**src/rtl/btn_debounce_rpt.sv**
```systemverilog
// Push-button conditioner: synchronizes raw pins, debounces them on the 10 Hz
// tick and produces a clean level, a press pulse and an auto-repeat pulse per button.
module btn_debounce_rpt #(
    parameter int N_BTN          = 4,
    parameter int ACTIVE_LOW     = 1,
    parameter int STABLE_SAMPLES = 2,
    parameter int REPEAT_DELAY   = 10,
    parameter int REPEAT_RATE    = 2
) (
    input  logic             clk,
    input  logic             rst,
    input  logic             debclk_10hz,
    input  logic [N_BTN-1:0] btn_in,
    output logic [N_BTN-1:0] btn_level,
    output logic [N_BTN-1:0] btn_press,
    output logic [N_BTN-1:0] btn_repeat
);

    localparam int HOLD_TOP = (REPEAT_DELAY > REPEAT_RATE) ? REPEAT_DELAY : REPEAT_RATE;
    localparam int SW       = $clog2(STABLE_SAMPLES + 1);
    localparam int HW       = $clog2(HOLD_TOP + 1);

    localparam logic [SW-1:0]    STAB_ZERO    = {SW{1'b0}};
    localparam logic [SW-1:0]    STAB_ONE     = SW'(1);
    localparam logic [SW-1:0]    STAB_LIM     = SW'(STABLE_SAMPLES);
    localparam logic [SW-1:0]    STAB_MAX     = {SW{1'b1}};
    localparam logic [HW-1:0]    HOLD_ZERO    = {HW{1'b0}};
    localparam logic [HW-1:0]    HOLD_ONE     = HW'(1);
    localparam logic [HW-1:0]    HOLD_DLY     = HW'(REPEAT_DELAY);
    localparam logic [HW-1:0]    HOLD_RATE    = HW'(REPEAT_RATE);
    localparam logic [HW-1:0]    HOLD_MAX     = {HW{1'b1}};
    localparam logic             RPT_EN       = (REPEAT_DELAY != 0);
    localparam logic [N_BTN-1:0] PIN_RELEASED = (ACTIVE_LOW != 0) ? {N_BTN{1'b1}} : {N_BTN{1'b0}};

    typedef enum logic [2:0] {
        ST_IDLE    = 3'd0,
        ST_PRESS_W = 3'd1,
        ST_HELD    = 3'd2,
        ST_RPT     = 3'd3,
        ST_REL_W   = 3'd4
    } state_t;

    logic [N_BTN-1:0] sync_1_r;
    logic [N_BTN-1:0] sync_2_r;
    logic [N_BTN-1:0] samp_s;
    logic             deb_d_r;
    logic             tick_s;

    // Pin synchronizer and debounce-clock edge history
    always_ff @(posedge clk) begin
        if (rst) begin
            sync_1_r <= PIN_RELEASED;
            sync_2_r <= PIN_RELEASED;
            deb_d_r  <= 1'b1;
        end else begin
            sync_1_r <= btn_in;
            sync_2_r <= sync_1_r;
            deb_d_r  <= debclk_10hz;
        end
    end

    // deb_d_r resets high so the first tick needs a genuine rising edge
    assign tick_s = debclk_10hz & ~deb_d_r;
    assign samp_s = (ACTIVE_LOW != 0) ? ~sync_2_r : sync_2_r;

    for (genvar gi = 0; gi < N_BTN; gi++) begin : g_btn
        state_t        state_r, state_s;
        logic [SW-1:0] stab_r, stab_s, stab_inc_s;
        logic [HW-1:0] hold_r, hold_s, hold_inc_s;
        logic          level_r, level_s;
        logic          press_r, press_s;
        logic          rpt_r, rpt_s;

        assign stab_inc_s = (stab_r == STAB_MAX) ? stab_r : stab_r + STAB_ONE;
        assign hold_inc_s = (hold_r == HOLD_MAX) ? hold_r : hold_r + HOLD_ONE;

        // Debounce / repeat next-state and output decode, evaluated only on tick
        always_comb begin
            state_s = state_r;
            stab_s  = stab_r;
            hold_s  = hold_r;
            level_s = level_r;
            press_s = 1'b0;
            rpt_s   = 1'b0;
            if (tick_s) begin
                case (state_r)
                    ST_IDLE, ST_PRESS_W: begin
                        if (samp_s[gi]) begin
                            if (stab_inc_s == STAB_LIM) begin
                                state_s = ST_HELD;
                                stab_s  = STAB_ZERO;
                                hold_s  = HOLD_ZERO;
                                level_s = 1'b1;
                                press_s = 1'b1;
                            end else begin
                                state_s = ST_PRESS_W;
                                stab_s  = stab_inc_s;
                            end
                        end else begin
                            state_s = ST_IDLE;
                            stab_s  = STAB_ZERO;
                        end
                    end
                    ST_HELD, ST_RPT: begin
                        if (samp_s[gi]) begin
                            hold_s = hold_inc_s;
                            if (RPT_EN && (hold_inc_s == ((state_r == ST_HELD) ? HOLD_DLY : HOLD_RATE))) begin
                                state_s = ST_RPT;
                                hold_s  = HOLD_ZERO;
                                rpt_s   = 1'b1;
                            end else begin
                                state_s = state_r;
                            end
                        end else if (STAB_ONE == STAB_LIM) begin
                            // a single released sample already satisfies the release count
                            state_s = ST_IDLE;
                            stab_s  = STAB_ZERO;
                            hold_s  = HOLD_ZERO;
                            level_s = 1'b0;
                        end else begin
                            state_s = ST_REL_W;
                            stab_s  = STAB_ONE;
                        end
                    end
                    ST_REL_W: begin
                        if (samp_s[gi]) begin
                            state_s = ST_HELD;
                            stab_s  = STAB_ZERO;
                            hold_s  = HOLD_ZERO;
                        end else if (stab_inc_s == STAB_LIM) begin
                            state_s = ST_IDLE;
                            stab_s  = STAB_ZERO;
                            hold_s  = HOLD_ZERO;
                            level_s = 1'b0;
                        end else begin
                            stab_s = stab_inc_s;
                        end
                    end
                    default: begin
                        state_s = ST_IDLE;
                        stab_s  = STAB_ZERO;
                        hold_s  = HOLD_ZERO;
                        level_s = 1'b0;
                    end
                endcase
            end else begin
                state_s = state_r;
            end
        end

        // Per-button state, counters and registered outputs
        always_ff @(posedge clk) begin
            if (rst) begin
                state_r <= ST_IDLE;
                stab_r  <= STAB_ZERO;
                hold_r  <= HOLD_ZERO;
                level_r <= 1'b0;
                press_r <= 1'b0;
                rpt_r   <= 1'b0;
            end else begin
                state_r <= state_s;
                stab_r  <= stab_s;
                hold_r  <= hold_s;
                level_r <= level_s;
                press_r <= press_s;
                rpt_r   <= rpt_s;
            end
        end

        assign btn_level[gi]  = level_r;
        assign btn_press[gi]  = press_r;
        assign btn_repeat[gi] = rpt_r;
    end

endmodule

```
**config.mk**
```make
export PLATFORM = sky130hd
export DESIGN_NAME = btn_debounce_rpt
export DESIGN_NICKNAME = d
export VERILOG_FILES = /design/src/rtl/btn_debounce_rpt.sv
export SDC_FILE = /design/constraint.sdc
export NUM_CORES = 1
export LEC_CHECK = 0
export CELL_PAD_IN_SITES_DETAIL_PLACEMENT = 0
export CELL_PAD_IN_SITES_GLOBAL_PLACEMENT = 1
export CORE_MARGIN = 2
export CORE_UTILIZATION = 48
export CTS_CLUSTER_DIAMETER = 150
export DETAILED_ROUTE_END_ITERATION = 16
export DONT_BUFFER_PORTS = 1
export PLACE_DENSITY_LB_ADDON = 0.12
export SLEW_MARGIN = 15
export SYNTH_ARGS = -nofsm -noshare
export SYNTH_HDL_FRONTEND = slang
export SYNTH_SLANG_ARGS = --single-unit
```
**constraint.sdc**
```tcl
create_clock -name clk -period 2.03 [get_ports clk]
set_input_delay 0.406 -clock clk [delete_from_list [all_inputs] [get_ports clk]]
set_output_delay 0.406 -clock clk [all_outputs]
set_load 0.02 [all_outputs]
```
==> run summary, run 1 <==
DP HPWL: 4.376 mm
R2r startpoint: g_btn[2].hold_r[0]
Placeable Area: 6386 um2
Clock Tree Buf Depth: 2
Commonest non-fill, non-tap cell in the layout: dfxtp_1
Global-route met3 utilization: 0.03891
Peak supply drop: 374.7 uV
Final hold violations: 0
Filler Cell Count: 608
Slowest CP cell: a2111oi_2
Worst EP arrival: 2.06 ns
Post-route ant nets: 0
Global router's overall resource usage: 0.1953
Via Count: 2703
Crit path cell chain: ha_1, or2_1, a2111oi_2, mux2i_1, nor3b_1
Hold Slack: 0.1336 ns
Cell count after synthesis: 382
Drt drc: 0
Antenna diodes: 0
Number of stages on the worst hold path: 1
Worst path bufs/invs: 0
Syn Nets: 394
CP Capture Type: flop
Initial Util: 0.4982
Status: complete, no violations
Top FF cell, synth: dfxtp_1
Startpoint Class: flop
CP max stage delay: 0.42 ns
Seq/Total Area, Yosys: 0.3586
Async SR Flop Fraction: 0
GPL Wtd Cong: 0.7852
Ports: 19
CTS tree: yes
Cts repair resizes: 0
H-Tree Depth: 3
GR Util met1: 0.2568
Cell chosen for the clock root: clkbuf_8
Share of cells above drive strength 1: 0.1087
Hold_buf cts: 0
Period utilization: 0.8861
Clk Latency, worst-skew pair: 0.33 ns
Total gr overflow: 0
TNS Setup: 0 ns
Setup Skew: 0.009159 ns
Number of global-route vias before repair: 2467
Reg-to-Reg End: g_btn[2].rpt_r
Ys Warns: 0
Die area: 7296 um2
Via density: 6.074
Seq cells post-synth: 57
RSZ-0062 raised after global routing: false
Most frequent cells in the layout: 57 x dfxtp_1, 32 x a21oi_1, 21 x o21ai_0
Slew @ Worst Pin: 0.5151 ns
Peak fanout along the critical path: 6
Synthesis-to-finish area growth: 4.955%
Gr busiest metal: met2
Cell family with most CP delay: simple AND/OR/NAND/NOR gates
Post-CTS Setup Bufs: 0
Setup violators final: 0
Final Critical Period: 1.799 ns
Worst reg2reg setup slack: 0.23 ns
Final net count: 375
Post-synth EDFFs: 0
Die height: 85.42 um
DR iter-0 viols: 139
Hold worst-path end: g_btn[1].state_r[2]
Worst hold path class: in -> reg
CTS Buf Count: 9
Met2 Resource Use GR: 0.3068
Mean post-synth cell area: 8.329 um2
Worst relative slew slack: 0.6530
Netlist cell types: 61
Die width: 85.42 um
P_leak: 0.001180 uW
# clock sinks: 57
Crit Path Category: reg -> reg
R2R depth: 5
Synth Cell Area: 3182 um2
DR WL/cell: 14.80 um
Drt pass-1 iters: 4
Number of port buffers: 0
Max Freq: 555.9 MHz
Worst Hold Launch: rst
Total of max-cap violations: 0
Final slew viol count: 0
Cell Pwr Density: 683.5 nW/um2
Reg clk slew, reported paths: 0.07 ns
Largest net degree at the start of global routing: 51
Initial antenna violation count: 0
Critical Path RT: 2.29 ns
Num rows: 29
Final WL: 6.584 mm
Global-route wire length before repair: 11.57 mm
[state kept, by name, summed over array words and instances, names as in the netlist]
name	flops
g_btn.hold_r	16
g_btn.state_r	12
g_btn.stab_r	8
g_btn.level_r	4
g_btn.press_r	4
g_btn.rpt_r	4
sync_1_r	4
sync_2_r	4
deb_d_r	1
[cells in the mapped netlist (all sizes together) (2+ instances only)]
cell / count / share of area
or3: 8 / 0.016
nor3: 18 / 0.030
nand2b: 6 / 0.012
a31oi: 8 / 0.016
nand3: 12 / 0.019
a21oi: 32 / 0.050
and3: 5 / 0.0098
o21bai: 2 / 0.0047
clkbuf: 15 / 0.018
a211oi: 12 / 0.030
nand4: 5 / 0.0098
o311a: 2 / 0.0063
nand3b: 2 / 0.0047
or2: 10 / 0.020
buf: 22 / 0.043
o32ai: 5 / 0.014
o211ai: 3 / 0.0071
o21ai: 26 / 0.041
or3b: 7 / 0.022
mux2i: 6 / 0.019
ha: 5 / 0.020
nor4b: 2 / 0.0055
nor2b: 17 / 0.033
nor4: 2 / 0.0039
and2: 3 / 0.0059
and3b: 4 / 0.011
nand2: 14 / 0.017
inv: 12 / 0.014
dfxtp: 57 / 0.36
nor2: 19 / 0.022
a311oi: 3 / 0.010
and4b: 2 / 0.0063
o2111ai: 4 / 0.011
o211a: 2 / 0.0063
o31a: 2 / 0.0055
mux2: 6 / 0.021
nor3b: 8 / 0.019
[cell type report]
cell class | instances | area, um2 | share of cell area
clock buffers | 13 | 148.9 | 0.04459
clock inverters | 3 | 40.04 | 0.01199
inverters | 12 | 45.04 | 0.01349
multi-input cells | 276 | 1803 | 0.5399
flip-flops and latches | 57 | 1141 | 0.3417
well taps | 77 | 96.34 | 0.02885
repair buffers | 7 | 65.06 | 0.01948
[report_power, final]
| group | switching [uW] | internal [uW] |
|---|---|---|
| clock network | 435 | 598 |
| logic | 53.4 | 45.2 |
| registers | 16.5 | 1130 |
[logic make-up (layout without fill, tap and decap cells)]
family,after synthesis,count (layout),share of synthesized area
simple gates,147,147,0.2749
compound gates,111,111,0.2293
flops,57,57,0.3586
buf+inv,49,35,0.07471
mux,12,12,0.04011
fa+ha+maj,5,5,0.01966
xor+xnor,1,1,0.002753
[metrics by stage]
| stage | util | worst slack (ns) | power, uW | instance area [um2] | instances |
|---|---|---|---|---|---|
| after floorplan | - | 0.4256 | 1260 | 3182 | 382 |
| after global placement | 0.4933 | 0.3452 | 1274 | 3151 | 429 |
| after detailed placement | 0.4933 | 0.2529 | 1274 | 3151 | 429 |
| after CTS | 0.5229 | 0.2425 | 2319 | 3339 | 445 |
| after global routing | 0.5229 | 0.09866 | 2375 | 3339 | 445 |
| final | 0.5229 | 0.2311 | 2283 | 3339 | 445 |
[worst register-to-register path, cell delays in order, from the launching register on]
cell,delay [ns]
dfxtp_1,0.36
ha_1,0.28
or2_1,0.26
a2111oi_2,0.42
mux2i_1,0.20
nor3b_1,0.21
[how the worst max path moves through the flow]
stage	startpoint	end	slack, ns	cells after the start
finish	g_btn[2].hold_r[0]	g_btn[2].rpt_r	0.23	5
global placement	g_btn[2].hold_r[0]	g_btn[2].hold_r[1]	0.35	5
CTS	g_btn[2].hold_r[0]	g_btn[2].rpt_r	0.24	5
detailed placement	g_btn[2].hold_r[0]	g_btn[2].hold_r[1]	0.25	5
global route	g_btn[3].hold_r[0]	g_btn[3].hold_r[3]	0.1	5
floorplan	g_btn[2].hold_r[0]	g_btn[2].rpt_r	0.43	5
[routing by layer]
layer | vias up | wire length, um
met5 | - | 0
met4 | 0 | 136
met3 | 14 | 202
met2 | 51 | 3051
met1 | 1273 | 3193
li1 | 1365 | -
No activity file was read; power rests on OpenSTA's default activity.
==> inputs of run 2 (changes only) <==
- GPL_ROUTABILITY_DRIVEN: default -> 1
- RECOVER_POWER: default -> 25
==> results of run 2 <==
No change in the layout: final DEF, timing and power equal those of run 1.
==> inputs of run 3 (changes only) <==
- ABC_AREA: default -> 1
- CORE_UTILIZATION: 48 -> 47
- CTS_BUF_LIST: default -> sky130_fd_sc_hd__clkbuf_4
==> run 3 against run 2 <==
Via count increased by 5.0%. First-iteration DRC count decreased by 30%. Combinational power increased by 85%. Largest cell class unchanged. Clock skew increased by 0.0096 ns. Register-to-register slack improved by 0.16 ns. Power decreased by 7.6%. Cell count increased by 28%. Utilization decreased by 2.5 points. Highest routed layer unchanged.
==> run summary, run 3 <==
Ranking of synthesized cells by area: dfxtp_1 35%, nand2_1 13%, inv_1 7.8%
CTS tree: yes
Critical Path RT: 2.36 ns (+0.07 ns)
Final slew viol count: 0 (unchanged)
GPL Wtd Cong: 0.8583 (+9.3%)
Top FF cell, synth: dfxtp_1
Seq/Total Area, Yosys: 0.3492 (-0.009474)
Slowest CP cell: dfxtp_1
Status: complete, no violations
Most flops, register: g_btn.hold_r
H-Tree Depth: 3 (unchanged)
Ports: 19 (unchanged)
Clock Tree Buf Depth: 2 (unchanged)
Antenna diodes: 0 (unchanged)
Hold_buf cts: 0 (unchanged)
Internal power: 1552 uW (-13%)
Peak fanout along the critical path: 6 (unchanged)
Top cells by count, synth: 109 x nand2_1, 68 x inv_1, 57 x dfxtp_1, 57 x nor2_1, 38 x a21oi_1
Total gr overflow: 0 (unchanged)
RSZ-0062 raised after global routing: false
Max Freq: 611.3 MHz (+10%)
Final hold violations: 0 (unchanged)
Biggest regs: g_btn.hold_r: 16 flops, g_btn.state_r: 12 flops, g_btn.stab_r: 8 flops
Placeable Area: 6756 um2 (+5.8%)
Initial Util: 0.4837 (-0.01453)
Total power: 2108 uW (-7.6%)
DR iter-0 viols: 97 (-30%)
Worst path bufs/invs: 0 (unchanged)
Area leader, netlist: dfxtp_1
Drt pass-1 iters: 4 (unchanged)
Die height: 87.39 um (+2.3%)
Final WL: 6.396 mm (-2.9%)
P_leak: 0.001427 uW (+21%)
Sw Ratio: 0.2638 (+0.04243)
Cell Pwr Density: 626.2 nW/um2 (-8.4%)
Mean post-synth cell area: 6.629 um2 (-20%)
Async SR Flop Fraction: 0 (unchanged)
Period utilization: 0.8059 (-0.08028)
Worst EP arrival: 1.97 ns (-0.09 ns)
Crit Path Category: reg -> reg
Cell chosen for the clock root: clkbuf_4
Largest net degree at the start of global routing: 35 (-31%)
Peak supply drop: 315.4 uV (-16%)
Sequential power share: 0.553 (+0.049)
Comb power frac: 0.087 (+0.044)
Cts repair resizes: 0 (unchanged)
Setup Skew: 0.01873 ns (+0.009570 ns)
Yosys top cell area share: 0.3492 (-0.009474)
Die area: 7636 um2 (+4.7%)
Ys Warns: 0 (unchanged)
TNS Setup: 0 ns (unchanged)
Slew @ Worst Pin: 0.7757 ns (+0.2606 ns)
Startpoint Class: flop
Most common cell in the synthesized netlist: nand2_1
Post-route ant nets: 0 (unchanged)
Die width: 87.39 um (+2.3%)
Final net count: 499 (+33%)
Post-synth EDFFs: 0 (unchanged)
Worst relative slew slack: 0.4829 (-0.1701)
Number of global-route vias before repair: 2572 (+4.3%)
Seq cells post-synth: 57 (unchanged)
DR WL/cell: 11.20 um (-24%)
Synth Cell Area: 3268 um2 (+2.7%)
Max FFs per register: 16 (unchanged)
# clock sinks: 57 (unchanged)
Most frequent cells in the layout: 109 x nand2_1, 68 x inv_1, 57 x nor2_1, 57 x dfxtp_1, 38 x a21oi_1
Num rows: 30 (+3.4%)
Total of max-cap violations: 0 (unchanged)
Number of port buffers: 0 (unchanged)
Clk pwr share: 0.360 (-0.093)
Via Count: 2839 (+5.0%)
Cell family with most CP delay: simple AND/OR/NAND/NOR gates
Reg clk slew, reported paths: 0.10 ns (+0.03 ns)
Cell count after synthesis: 493 (+29%)
Setup violators final: 0 (unchanged)
CTS Buf Count: 9 (unchanged)
CP max stage delay: 0.41 ns (about the same)
Global-route wire length before repair: 11.24 mm (-2.9%)
Crit path cell chain: ha_1, nand2_1, a21oi_1, nand2_1, nor2_2, nand2_2, nand2_1, nand2_2, nand2_1, nand2_1, nor2_1
Worst hold path class: in -> reg
Netlist cell types: 39 (-36%)
Via density: 4.972 (-18%)
Post-CTS Setup Bufs: 0 (unchanged)
Drt drc: 0 (unchanged)
DP HPWL: 4.748 mm (+8.5%)
Filler Cell Count: 694 (+14%)
Initial antenna violation count: 0 (unchanged)
CP Capture Type: flop
Clk Latency, worst-skew pair: 0.41 ns (+0.08 ns)
Synthesis-to-finish area growth: 3.025%
Final Critical Period: 1.636 ns (-0.1630 ns)
Global router's overall resource usage: 0.1866 (-0.008785)
Commonest non-fill, non-tap cell in the layout: nand2_1
Sw power: 556.3 uW (+10%)
Share of cells above drive strength 1: 0.1283 (+0.01961)
Syn Nets: 505 (+28%)
Crit path top cell by count: nand2_1
run 3: cell types whose count changed after synthesis, moves of 12 or more:
cell	before	now
nor2b_1	17	0
clkbuf_1	15	3
nand2_1	14	109
inv_1	12	68
nor2_1	19	57
nand3_1	12	25
run 3: layout make-up:
type	count	area, um2	share of cell area
Sequential cell	57	1141	0.3389
Tap cell	80	100.1	0.02973
Clock inverter	6	50.05	0.01486
Clock buffer	9	67.56	0.02007
Inverter	81	306.5	0.09104
Multi-Input combinational cell	337	1698	0.5043
Timing Repair Buffer	1	3.754	0.001115
run 3: cell families after synthesis:
| logic type | count (synthesis) | share of synthesized area |
|---|---|---|
| XOR/XNOR | 2 | 0.005361 |
| AND/OR/NAND/NOR | 262 | 0.3798 |
| adder cells (fa/ha/maj) | 5 | 0.01914 |
| flip-flops | 57 | 0.3492 |
| AO/OA/AOI/OAI | 68 | 0.1152 |
| buffers and inverters | 99 | 0.1313 |
run 3: power groups by stage:
stage / Sequential (uW) / Combinational (uW) / Clock, uW
after CTS: 1170 / 183 / 790
after floorplan: 1180 / 162 / 0
after global placement: 1190 / 184 / 0
after global routing: 1170 / 211 / 838
after detailed placement: 1190 / 182 / 0
final: 1170 / 183 / 759
run 3: stage by stage:
step / utilization / setup WS (ns) / cell area [um2] / instances / hold slack (ns)
2_1_floorplan: - / 0.5938 / 3268 / 493 / 0.3895
3_3_place_gp: 0.4815 / 0.2760 / 3253 / 556 / 0.3921
3_5_place_dp: 0.4815 / 0.3213 / 3253 / 556 / 0.3980
4_1_cts: 0.4989 / 0.4119 / 3371 / 571 / 0.02587
5_1_grt: 0.4983 / 0.1611 / 3367 / 571 / 0.01668
6_report: 0.4983 / 0.3941 / 3367 / 571 / 0.05807
run 3: routing by layer:
layer  GRT usage  vias up  part of all wire
met3     0.05213       10             0.032
met4     0.07133        0             0.015
li1            -     1555                 -
met1      0.2422     1239              0.52
met5           0        -                 0
met2      0.2934       35              0.43
run 3: path summary, 6_finish.rpt:
path	startpoint	endpoint	slack, ns	cells after the start
setup / recovery	g_btn[2].hold_r[0]	g_btn[2].state_r[1]	0.39	11
hold / removal	rst	g_btn[3].hold_r[2]	0.06	1
setup reg to reg	g_btn[2].hold_r[0]	g_btn[2].state_r[1]	0.39	11
hold reg to reg	sync_1_r[2]	sync_2_r[2]	0.42	1
==> variant, RTL diff (settings of run 2) <==
The 5 states of `state_t` get a one-hot encoding in 5 bits.
--- a/src/rtl/btn_debounce_rpt.sv
+++ b/src/rtl/btn_debounce_rpt.sv
@@ -32,12 +32,12 @@
     localparam logic             RPT_EN       = (REPEAT_DELAY != 0);
     localparam logic [N_BTN-1:0] PIN_RELEASED = (ACTIVE_LOW != 0) ? {N_BTN{1'b1}} : {N_BTN{1'b0}};
 
-    typedef enum logic [2:0] {
-        ST_IDLE    = 3'd0,
-        ST_PRESS_W = 3'd1,
-        ST_HELD    = 3'd2,
-        ST_RPT     = 3'd3,
-        ST_REL_W   = 3'd4
+    typedef enum logic [4:0] {
+        ST_IDLE    = 5'b00001,
+        ST_PRESS_W = 5'b00010,
+        ST_HELD    = 5'b00100,
+        ST_RPT     = 5'b01000,
+        ST_REL_W   = 5'b10000
     } state_t;
 
     logic [N_BTN-1:0] sync_1_r;
Formal check against the unedited RTL: no difference found for any inputs over 10 cycles, from zero or initial values and one cycle with rst high; not proved beyond that.
==> variant against run 2 <==
- power increased by 10%
- first-iteration DRC count shrank 10%
- sequential cell count is 8 higher
- global-route usage increased by 1.4 points
- wire length rose by 25%
- setup slack got worse by 34 ps
- synthesized area is 15% higher
- design area increased by 17%
==> variant: results (changes against run 2) <==
crit path launch=g_btn[2].state_r[3]; critical path's top delay family=flip-flops; Final Instance Count excl. Fillers=558 (+25%); critical path arrival=2100 ps (+40 ps); Multi-input gate area=0.00212 sq mm (+18%); number of global-route vias before repair=3001 (+22%); synth-to-layout area growth=6.94%; metal2 WL=3800 microns (+24%); synth top area cells=dfxtp_1 (36%), a21oi_1 (5.7%), nand2_1 (4.6%), nand3_1 (3.7%), mux2i_1 (3.3%); All-Layer GR Usage=20.9% (+1.4 points); Static Leak=1.45 nW (+23%); pre-CTS setup slack=236 ps (-16.4 ps); layout cells sized above 1=11.1% (+0.24 points); largest net degree at the start of global routing=50 (-2.0%); met3 routed WL=292 microns (+45%); worst vdd ir=0.522 mV (+39%); placed insts=544 (+27%); number of DRC markers in iteration 0=125 (-10%); WL met1=3990 microns (+25%); Post-Route WL=8220 microns (+25%); dpl cell area=0.00373 sq mm (+18%); Worst Path Max Fanout=8 (+2); met1 layer usage reported by global route=27.0% (+1.3 points); Non-clk invs=13 (+1); status=finished clean; M3 GR Usage=4.65% (+0.76 points); CLK BUF=11 (-2); clk sinks=65 (+14%); Global Route met2 Usage=34.2% (+3.5 points); first-pass GRT wire length=14200 microns (+23%); Worst-Margin Slew=473 ps (-41.9 ps); unique cell type count in the Yosys netlist=57 (-6.6%); FF/Latch Area=0.00130 sq mm (+14%); clk cell area share=4.70% (-0.96 points); Mapped Cells=464 (+21%); largest registers=g_btn.state_r x20, g_btn.hold_r x16, g_btn.stab_r x8; hold slack=125 ps (-8.92 ps); syn_nets=476 (+21%); most frequent cells after synthesis=dfxtp_1 (65), nand2_1 (45), a21oi_1 (42); Via-to-Cell Ratio=5.80 (-4.6%); buffering overhead=3.45% (+1.5 points); Final min period=1830 ps (+33.9 ps); post-synthesis sequential area ratio=35.5% (-0.32 points); Worst Hold Endpoint=g_btn[1].level_r; multi-input logic cell count=349 (+26%); clk slew on worst S/H paths=70 ps (about the same); CP max stage delay=500 ps (+80 ps); Fill cells=690 (+13%); Row Count=31 (+6.9%); Critical Path Slowest Stage Cell=dfxtp_1; skew final=6.15 ps (-3.01 ps); Reg2Reg Setup Slack=200 ps (-30 ps); routability congestion estimate=0.881 (+12%); Signal buffers=18 (+11)
variant: changes by cell type after synthesis, moves of 8 or more:
| cell | before | now |
|---|---|---|
| a21oi_1 | 32 | 42 |
| nand2_1 | 14 | 45 |
| dfxtp_1 | 57 | 65 |
| nand3_1 | 12 | 27 |
| nor2b_1 | 17 | 3 |
| nor2_1 | 19 | 31 |
variant: power breakdown:
part	switching, mW	leakage [nW]	internal (mW)
Sequential	0.0192	0.527	1.29
Combinational	0.0822	0.834	0.0545
Clock	0.479	0.0913	0.585
variant: cells by family after synthesis:
kind of cell | count (synthesis) | synth area share, %
AND/OR/NAND/NOR | 199 | 28.8
flip-flops | 65 | 35.5
adder cells (fa/ha/maj) | 5 | 1.71
buffers and inverters | 50 | 6.49
AO/OA/AOI/OAI | 119 | 20.8
multiplexers | 12 | 3.28
XOR/XNOR | 14 | 3.35
variant: worst reg2reg max path, cell delays in order (launching register included):
cell	delay [ps]
dfxtp_1	500
xor2_1	290
nand3_1	230
and2_1	240
a31oi_2	270
mux2i_1	220
